[src/rtl/mem_access_master.sv]
// Load/store initiator for the data_memory port: word accesses go straight through,
// sub-word stores do a read-modify-write, and loads return extracted, extended data.
module mem_access_master #(
  parameter int READ_LATENCY = 1
) (
  input  logic        clock_in,
  input  logic        reset,
  input  logic        req_valid,
  output logic        req_ready,
  input  logic        req_write,
  input  logic [1:0]  req_size,
  input  logic        req_signed,
  input  logic [31:0] req_addr,
  input  logic [31:0] req_wdata,
  output logic        rsp_valid,
  output logic [31:0] rsp_rdata,
  output logic        rsp_error,
  output logic        memWrite,
  output logic        memRead,
  output logic [31:0] address,
  output logic [31:0] writeData,
  input  logic [31:0] readData
);

  typedef enum logic [2:0] {IDLE, READ, RMW_RD, WRITE, RESP} state_t;

  localparam int CW = (READ_LATENCY > 1) ? $clog2(READ_LATENCY) : 1;
  localparam logic [CW-1:0] CNT_INIT = CW'(READ_LATENCY - 1);

  state_t        stateReg, stateNext;
  logic [CW-1:0] cntReg;
  logic [1:0]    sizeReg;
  logic          signedReg;
  logic [1:0]    laneReg;
  logic [31:0]   wdataReg;
  logic [31:0]   addressReg;
  logic [31:0]   writeDataReg;
  logic [31:0]   rdataReg;
  logic          errorReg;

  logic          misaligned;
  logic          cntDone;
  logic [7:0]    selByte;
  logic [15:0]   selHalf;
  logic [31:0]   loadData;
  logic [31:0]   mergeMask;
  logic [31:0]   mergeData;
  logic [31:0]   mergedWord;

  assign cntDone = (cntReg == '0);

  always_comb begin
    misaligned = 1'b0;
    case (req_size)
      2'b00:   misaligned = 1'b0;
      2'b01:   misaligned = req_addr[0];
      2'b10:   misaligned = |req_addr[1:0];
      default: misaligned = 1'b1;
    endcase
  end

  // Lane extraction for loads; word loads pass readData through untouched.
  always_comb begin
    selByte  = readData[{laneReg, 3'b000} +: 8];
    selHalf  = readData[{laneReg[1], 4'b0000} +: 16];
    loadData = readData;
    case (sizeReg)
      2'b00:   loadData = signedReg ? {{24{selByte[7]}}, selByte} : {24'b0, selByte};
      2'b01:   loadData = signedReg ? {{16{selHalf[15]}}, selHalf} : {16'b0, selHalf};
      default: loadData = readData;
    endcase
  end

  always_comb begin
    if (sizeReg == 2'b00) begin
      mergeMask = 32'h0000_00FF << {laneReg, 3'b000};
      mergeData = {24'b0, wdataReg[7:0]} << {laneReg, 3'b000};
    end else begin
      mergeMask = 32'h0000_FFFF << {laneReg[1], 4'b0000};
      mergeData = {16'b0, wdataReg[15:0]} << {laneReg[1], 4'b0000};
    end
    mergedWord = (readData & ~mergeMask) | mergeData;
  end

  always_ff @(posedge clock_in or posedge reset) begin
    if (reset) stateReg <= IDLE;
    else       stateReg <= stateNext;
  end

  always_comb begin
    stateNext = stateReg;
    req_ready = 1'b0;
    memRead   = 1'b0;
    memWrite  = 1'b0;
    rsp_valid = 1'b0;
    case (stateReg)
      IDLE: begin
        req_ready = 1'b1;
        if (req_valid) begin
          if (misaligned)             stateNext = RESP;
          else if (!req_write)        stateNext = READ;
          else if (req_size == 2'b10) stateNext = WRITE;
          else                        stateNext = RMW_RD;
        end
      end
      READ: begin
        memRead = 1'b1;
        if (cntDone) stateNext = RESP;
      end
      RMW_RD: begin
        memRead = 1'b1;
        if (cntDone) stateNext = WRITE;
      end
      WRITE: begin
        memWrite  = 1'b1;
        stateNext = RESP;
      end
      RESP: begin
        rsp_valid = 1'b1;
        stateNext = IDLE;
      end
      default: stateNext = IDLE;
    endcase
  end

  // writeData only changes at acceptance (word store) or at the end of RMW_RD,
  // so it is stable for the whole WRITE cycle and holds through IDLE.
  always_ff @(posedge clock_in or posedge reset) begin
    if (reset) begin
      cntReg       <= '0;
      sizeReg      <= 2'b00;
      signedReg    <= 1'b0;
      laneReg      <= 2'b00;
      wdataReg     <= 32'h0;
      addressReg   <= 32'h0;
      writeDataReg <= 32'h0;
      rdataReg     <= 32'h0;
      errorReg     <= 1'b0;
    end else begin
      case (stateReg)
        IDLE: begin
          if (req_valid) begin
            sizeReg   <= req_size;
            signedReg <= req_signed;
            laneReg   <= req_addr[1:0];
            wdataReg  <= req_wdata;
            rdataReg  <= 32'h0;
            errorReg  <= misaligned;
            cntReg    <= CNT_INIT;
            if (!misaligned) begin
              addressReg <= {2'b00, req_addr[31:2]};
              if (req_write && req_size == 2'b10) writeDataReg <= req_wdata;
            end
          end
        end
        READ: begin
          if (cntDone) rdataReg <= loadData;
          else         cntReg   <= cntReg - 1'b1;
        end
        RMW_RD: begin
          if (cntDone) writeDataReg <= mergedWord;
          else         cntReg       <= cntReg - 1'b1;
        end
        default: ;
      endcase
    end
  end

  assign address   = addressReg;
  assign writeData = writeDataReg;
  assign rsp_rdata = rdataReg;
  assign rsp_error = errorReg;

endmodule
[config.mk]
export PLATFORM = sky130hd
export DESIGN_NAME = mem_access_master
export DESIGN_NICKNAME = d
export VERILOG_FILES = /design/src/rtl/mem_access_master.sv
export SDC_FILE = /design/constraint.sdc
export NUM_CORES = 1
export LEC_CHECK = 0
export ABC_AREA = 1
export CAP_MARGIN = 10
export CORE_MARGIN = 8
export CORE_UTILIZATION = 51
export DETAILED_ROUTE_END_ITERATION = 16
export GPL_TIMING_DRIVEN = 0
export MAX_ROUTING_LAYER = met4
export PLACE_DENSITY = 0.95
export SYNTH_ARGS = -nofsm -noshare
export SYNTH_HDL_FRONTEND = slang
export SYNTH_SLANG_ARGS = --single-unit
[constraint.sdc]
create_clock -name clock_in -period 5.9 [get_ports clock_in]
set_clock_uncertainty 0.05 [all_clocks]
set_input_delay 0.59 -clock clock_in [delete_from_list [all_inputs] [get_ports clock_in]]
set_output_delay 0.59 -clock clock_in [all_outputs]
set_load 0.02 [all_outputs]
======== Word level (Yosys, flattened, before mapping) ========
Cells that the tools add are included.
storage, ports and cells
  bits in registers ....................... 120
  input port bits ......................... 103
  output and inout port bits .............. 101
  logic and storage cells ................. 76
operators by class
  $add $sub $neg .......................... 1
  equal/unequal tests ..................... 12
  shift operators ......................... 6
  mux-type cells .......................... 28
  bitwise operators ....................... 4
  reduce and logical (&&, ||, !) cells .... 15
operators with widths
  cell                   number
  $mux 32                10
  $pmux 32 s2            3
  $and 32x32->32         1
  $not 32->32            1
  $or 32x32->32          1
  $shiftx 32x6->16       1
  $shiftx 32x6->8        1
  $shl 16x5->32          1
  $shl 16x5->32 const A  1
  $shl 8x5->32           1
  $shl 8x5->32 const A   1
  $mux 3                 4
  $pmux 3 s4             1
  $ne 2x2->1 const B     5
  $reduce_and 3->1       3
  $mux 1                 7
  $eq 3x2->1 const B     2
  $reduce_bool 2->1      3
  $reduce_and 5->1       1
  $eq 2x1->1 const B     2
  $logic_not 2->1        2
  $reduce_and 2->1       2
  $reduce_or 2->1        2
  $eq 3x1->1 const B     1
  other kinds (9)        9

======== Depth between registers and ports, before layout ========
Gate-level depths: netlist of run 1.
  depth after elaboration ................. 7
  depth in mapped cells ................... 11
  mapped depth without buffers ............ 9

======== Least setup slack after synthesis of run 1 ========
No wires, ideal clock.
  path kind ............................... reg2out
  start point ............................. register stateReg[2]
  end point ............................... output port memRead
  data arrival time ....................... 1.207 ns
  data required time ...................... 5.260 ns
  path slack .............................. 4.053 ns
  cell stages (with the launch flop) ...... 7
  path buffers ............................ 1
  path through ............................ dfrtp_1 inv_2 nand2_1 nor2_2 inv_2 buf_2 nand2_1
on the way
  longest elaborated chain between the ends .. 3
  elaborated cells on any way between the ends .. 4
  classes of those cells .................. eq/ne: 2; mux: 1; reduce/logical: 1
ends and longest elaborated chain
  what                                      RTL line  source
  start, declared                           30        state_t stateReg, stateNext;
  start signal, assigned                    87        else stateReg <= stateNext;
  $eq 3x2->1 or $eq 3x1->1 (tied branches)  96        case (stateReg)
  $reduce_or 2->1 (no line) (*)             -
  $mux 1 (*)                                96
  end, declared                             19        output logic memRead,
Every way passes the cells marked *; elsewhere a longest branch is shown, timed or not.

======== Worst setup path in the final report of run 1 ========
Same ends and word-level chain as after synthesis.

==> metrics.txt, run 1 <==
status=complete, no violations; Slew headroom=0.596; dpl hpwl=17.7 mm; Slew Limit Fails=0; Ant. Diodes=0; CTS sink cnt=119; # port buffers=201; syn avg cell area=7.03 µm²; vias per cell=5.42; min-delay worst type=reg -> reg; Hold-fix buffers, CTS=0; Max stage delay on crit path=630 ps; Syn Std Cell Area=6340 µm²; Max Freq=319 MHz; WL met2=approximately 11 mm; global route overflow=0; worst setup path class=reg -> out; Top Layer Used=met4; Layout area overhead=45.0%; met1 wire length=9.43 mm; Top Family by Delay on Critical Path=buffers and inverters; Critical Path AT=around 2500 ps; pre-CTS setup slack=about 3300 ps; deepest clock path buffer count=2; CTS tree=yes; crit-path cells=inv_2, nand2_1, nor2_2, inv_2, buf_2, nand2_1, clkdlybuf4s50_1; CP max FO=10; DR vias=7067; R2R Setup Slk=4060 ps; # setup viols final=0; Required @ worst endpoint=roughly 5300 ps; Setup TNS=0 ps; core area=12100 µm²; post-layout util=0.763; DIE WIDTH=between 100 and 150 µm; Max-cap violations=0; Worst setup EP type=primary output; top cells by instance count after synthesis=432 x nand2_1, 119 x dfrtp_1, 89 x nand3_1, 61 x nor2_1, 47 x inv_1; Starting Density=0.526; final wirelength=24.2 mm; most frequent cell after synthesis=nand2_1; #FFs+latches synth=119; die area=16300 µm²; Final Hold Viols=0; DP Area=approximately 8600 µm²; Pleak=4.69 nW; Top FF cell, synth=dfrtp_1; Slowest-stage cell, CP=clkdlybuf4s50_1; met3 WL post-DR=2.57 mm; multiplexer area fraction after synthesis=0; Worst VDD drop=0.372 mV; nets=1227; GP Congestion=0.973; wire per inst=~19 µm; fin crit share=0.531; vias in the first global route=roughly 7300; I/O pin cnt=~200; initial antenna violation count=0; Yosys cell types=30; Power Dens Cells=583 nW/µm²; Least-Margin Pin Slew=606 ps; startpoint types=flop; Seq/Total Area, Yosys=0.469; Post-CTS Setup Bufs=0; Area contributors post-synth=dfrtp_1 47%, nand2_1 26%, nand3_1 7.0%, nor2_1 3.6%, inv_1 2.8%; Cell Rows=40; antenna viol nets, final=0; Chip Height=roughly 130 µm; Post-Synth Adder-Cell Area=0; complex-gate fraction of the synthesized area=0.0570; Post-synth ARST share=1.00; Root Buffer=clkbuf_16; dpl cells=roughly 1300; top cell type's share of synthesized area=0.469; Synth Warn #=0; Design Area, Final=9200 µm²; Resized cells post-CTS=0; latest clock arrival within the worst-skew pair=430 ps; # DRC=0; largest family of logic cells by synthesized area=simple AND/OR/NAND/NOR gates; Synth Area in Simple Gates=0.395; largest net degree at the start of global routing=74; count of flip-flops with a built-in enable after synthesis=0; Post-Syn Instances=roughly 900; First-pass DRT Iterations=5; 1st-iter DRT viols=817; first-pass GRT wire length=38.0 mm; Yosys top cell by area=dfrtp_1; fin crit period=3130 ps; total CTS buffers=17; fin cells=1304; post-route worst setup slack=2770 ps; CTS H-tree depth=4; post-synthesis xor/xnor area fraction=0; clock slew at reported path FFs=about 60 ps; RSZ-0062 raised after global routing=false; share of layout cells above drive strength 1=0.0863; GRT Total Usage=0.310; Buffers & Inverters on Critical Path=4
==> where the power goes <==
group          internal (W)  leakage, nW  switching [W]  total [W]
clock              0.000693        0.293       0.000374    0.00107
combinational       0.00109         2.88        0.00181    0.00290
sequential          0.00117         1.52       0.000226    0.00140
==> worst paths after layout <==
path	from	to	depth (start not counted)
max in group asynchronous	reset	writeData[7]	3
worst min-delay path	address[4]	address[4]	2
worst min register to register	address[4]	address[4]	2
worst max-delay path	stateReg[2]	memRead	7
worst max register to register	stateReg[2]	rsp_rdata[21]	9
min in group asynchronous	reset	stateReg[0]	2
==> sequential cells by signal, summed over array words and instances (netlist names) <==
register   count
wdataReg      16
sizeReg        2
rsp_rdata     32
writeData     32
stateReg       3
laneReg        2
rsp_error      1
address       30
signedReg      1
==> stage by stage <==
step           hold slack (ps)  power (W)
6_report                   420    0.00536
3_3_place_gp               404    0.00415
3_5_place_dp               409    0.00422
5_1_grt                    437    0.00569
2_1_floorplan              424    0.00307
4_1_cts                    425    0.00534
==> layer usage <==
metal  GRT usage  up-vias
li1            -     3262
met1       0.362     3282
met2       0.490      461
met3      0.0965       62
met4       0.128        0
met5           -        -
==> worst register-to-register path: stages (launching register included) <==
cell and delay, ps:
dfrtp_1 370, inv_2 100, nand2_1 110, nor2_2 390, inv_2 170, nand2_1 120
inv_2 90, buf_6 150, nand2_1 70, nand2_1 100
==> logic make-up (layout without fill, tap and decap cells) <==
family | after synthesis | after routing
AND/OR/NAND/NOR | 607 | 607
buffers and inverters | 105 | 338
other | 1 | 2
flip-flops | 119 | 119
AO/OA/AOI/OAI | 70 | 70
==> placed cells by master (no fill, tap or decap), types with 2 or more instances in the layout <==
| cell type | instances |
|---|---|
| conb_1 | 2 |
| nand3_2 | 2 |
| buf_2 | 28 |
| a21oi_1 | 28 |
| nand2_4 | 4 |
| nand3_1 | 89 |
| nor2_2 | 2 |
| o22ai_1 | 5 |
| inv_2 | 7 |
| dfrtp_1 | 119 |
| o21ai_0 | 35 |
| nand2_2 | 2 |
| nor2_4 | 3 |
| inv_1 | 46 |
| buf_4 | 6 |
| buf_6 | 5 |
| nor2_1 | 61 |
| nand2_1 | 432 |
| clkinv_2 | 3 |
| buf_1 | 3 |
| clkbuf_16 | 17 |
| clkbuf_1 | 10 |
| clkdlybuf4s50_1 | 201 |
| clkbuf_8 | 3 |
| or2_2 | 7 |
| bufinv_16 | 3 |
==> area by class of cell <==
type,instances,area (µm²)
clock buffer,23,478
inverter,56,218
buffer,49,279
clock inverter,8,121
fill,879,2860
timing repair buffer,202,2040
tap,168,210
multi-input combinational,679,2880
sequential,119,2980
Power figures use the tool's default switching activity.
==> run 2: changes to the inputs <==
CORE_UTILIZATION = 42   (was 51)
PLACE_DENSITY = 0.89   (was 0.95)
clock period = 2.8 ns   (was 5.9 ns; I/O delays follow)
==> run 2 against run 1 <==
Via count fell by 4.3%. Count of clock-buffer cells in the layout did not move. Sequential share of layout area fell by 0.070 points. Worst setup slack got worse by 2700 ps. Non-clock buffer count rose by 1. Largest cell class unchanged.
==> metrics.txt, run 2 (same netlist as run 1, synthesis figures left out) <==
status=complete, no violations; FF-to-FF Start=sizeReg[0]; latest clock arrival within the worst-skew pair=420 ps; Pleak=about 4.7 nW; min-delay worst type=in -> async; core area=approximately 15000 µm²; Design Area, Final=9220 µm²; share of layout cells above drive strength 1=0.0871; total CTS buffers=17; Power Dens Cells=1200 nW/µm²; 1st-iter DRT viols=608; Layout area overhead=45.3%; CP max FO=10; Reg power frac=0.265; Slew headroom=0.406; Resized cells post-CTS=0; Max Freq=about 370 MHz; CTS tree=yes; First-pass DRT Iterations=5; R2R Setup Slk=990 ps; Setup TNS=0 ps; Critical Path AT=2370 ps; post-route worst setup slack=102 ps; Sw Ratio=0.447; Cell Rows=45; fin crit period=2700 ps; antenna viol nets, final=0; I/O pin cnt=204; Worst R2R Path Depth=8; Internal=0.00614 W; final wirelength=23.1 mm; worst setup path class=reg -> out; Least-Margin Pin Slew=890 ps; Chip Height=139 µm; RSZ-0062 raised after global routing=false; Gate power share=0.542; clock slew at reported path FFs=around 60 ps; wire per inst=17.4 µm; Required @ worst endpoint=2470 ps; CTS sink cnt=119; Worst setup EP type=primary output; post-layout util=0.616; # port buffers=201; deepest clock path buffer count=2; vias in the first global route=~7000; leading cell type in the layout, fill and taps excluded=nand2_1; global route overflow=0; Max-cap violations=0; GRT Total Usage=0.248; Slew Limit Fails=0; nets=1228; Fin Hold WS=336 ps; DP Area=8640 µm²; pre-CTS setup slack=479 ps; DIE WIDTH=between 100 and 150 µm; GP Congestion=0.977; largest net degree at the start of global routing=44; initial antenna violation count=0; startpoint types=flop; fin crit share=0.964; Post-CTS Setup Bufs=0; vias per cell=5.10; Root Buffer=clkbuf_16; most frequent cells in the layout=432 x nand2_1, 201 x clkdlybuf4s50_1, 119 x dfrtp_1; Starting Density=0.424; DR vias=approximately 6800; power share of the clock group=0.193; # DRC=0; Reg-to-Reg End=writeData[29]; dpl hpwl=18.0 mm; Worst VDD drop=0.725 mV; CTS H-tree depth=4; Hold-fix buffers, CTS=0; # setup viols final=0; Ant. Diodes=0; # fillers=1287; die area=19300 µm²; Sw Pwr=0.00496 W; Final Hold Viols=0; first-pass GRT wire length=between 30 and 40 mm
run 2: area by class of cell:
class | instances | area (µm²) | share of cell area
repair buffers | 203 | 2050 | 0.223
flip-flops and latches | 119 | 2980 | 0.323
multi-input cells | 679 | 2880 | 0.312
well taps | 188 | 235 | 0.0255
clock inverters | 8 | 97.6 | 0.0106
clock buffers | 23 | 478 | 0.0518
plain buffers | 49 | 279 | 0.0303
inverters | 56 | 219 | 0.0238
run 2: power groups by stage:
stage	clock network, W	registers [W]	logic, W
floorplan	0	0.00355	0.00292
global placement	0	0.00292	0.00588
detailed placement	0	0.00294	0.00597
CTS	0.00217	0.00293	0.00600
global route	0.00225	0.00302	0.00659
finish	0.00215	0.00294	0.00601
run 2: layer usage:
| layer | share of wire | global-route usage | wire length (µm) | vias up |
|---|---|---|---|---|
| li1 | - | - | - | 3257 |
| met1 | 0.42 | 0.297 | 9590 | 3123 |
| met2 | 0.46 | 0.385 | 10600 | 344 |
| met3 | 0.10 | 0.0864 | 2400 | 40 |
| met4 | 0.022 | 0.0803 | 507 | 0 |
| met5 | 0 | - | 0 | - |
run 2: worst max path at each step:
stage / depth (start not counted) / endpoint / start
final: 5 / memRead / stateReg[1]
after CTS: 7 / memRead / stateReg[2]
after floorplan: 1 / address[0] / reset
after global routing: 5 / memRead / stateReg[1]
after global placement: 2 / rsp_rdata[11] / reset
after detailed placement: 7 / memRead / stateReg[2]
run 2: per-stage QoR:
step                total power [W]  std cells
floorplan                   0.00648        903
global placement            0.00880       1292
detailed placement          0.00891       1294
CTS                          0.0111       1325
global route                 0.0119       1325
finish                       0.0111       1325
run 2: worst max-delay path, stage by stage, from the launching register on:
cell             delay (ps)
dfrtp_1                 370
buf_4                   170
nand3_2                 200
clkbuf_1                490
nand2_1                 140
clkdlybuf4s50_1         580
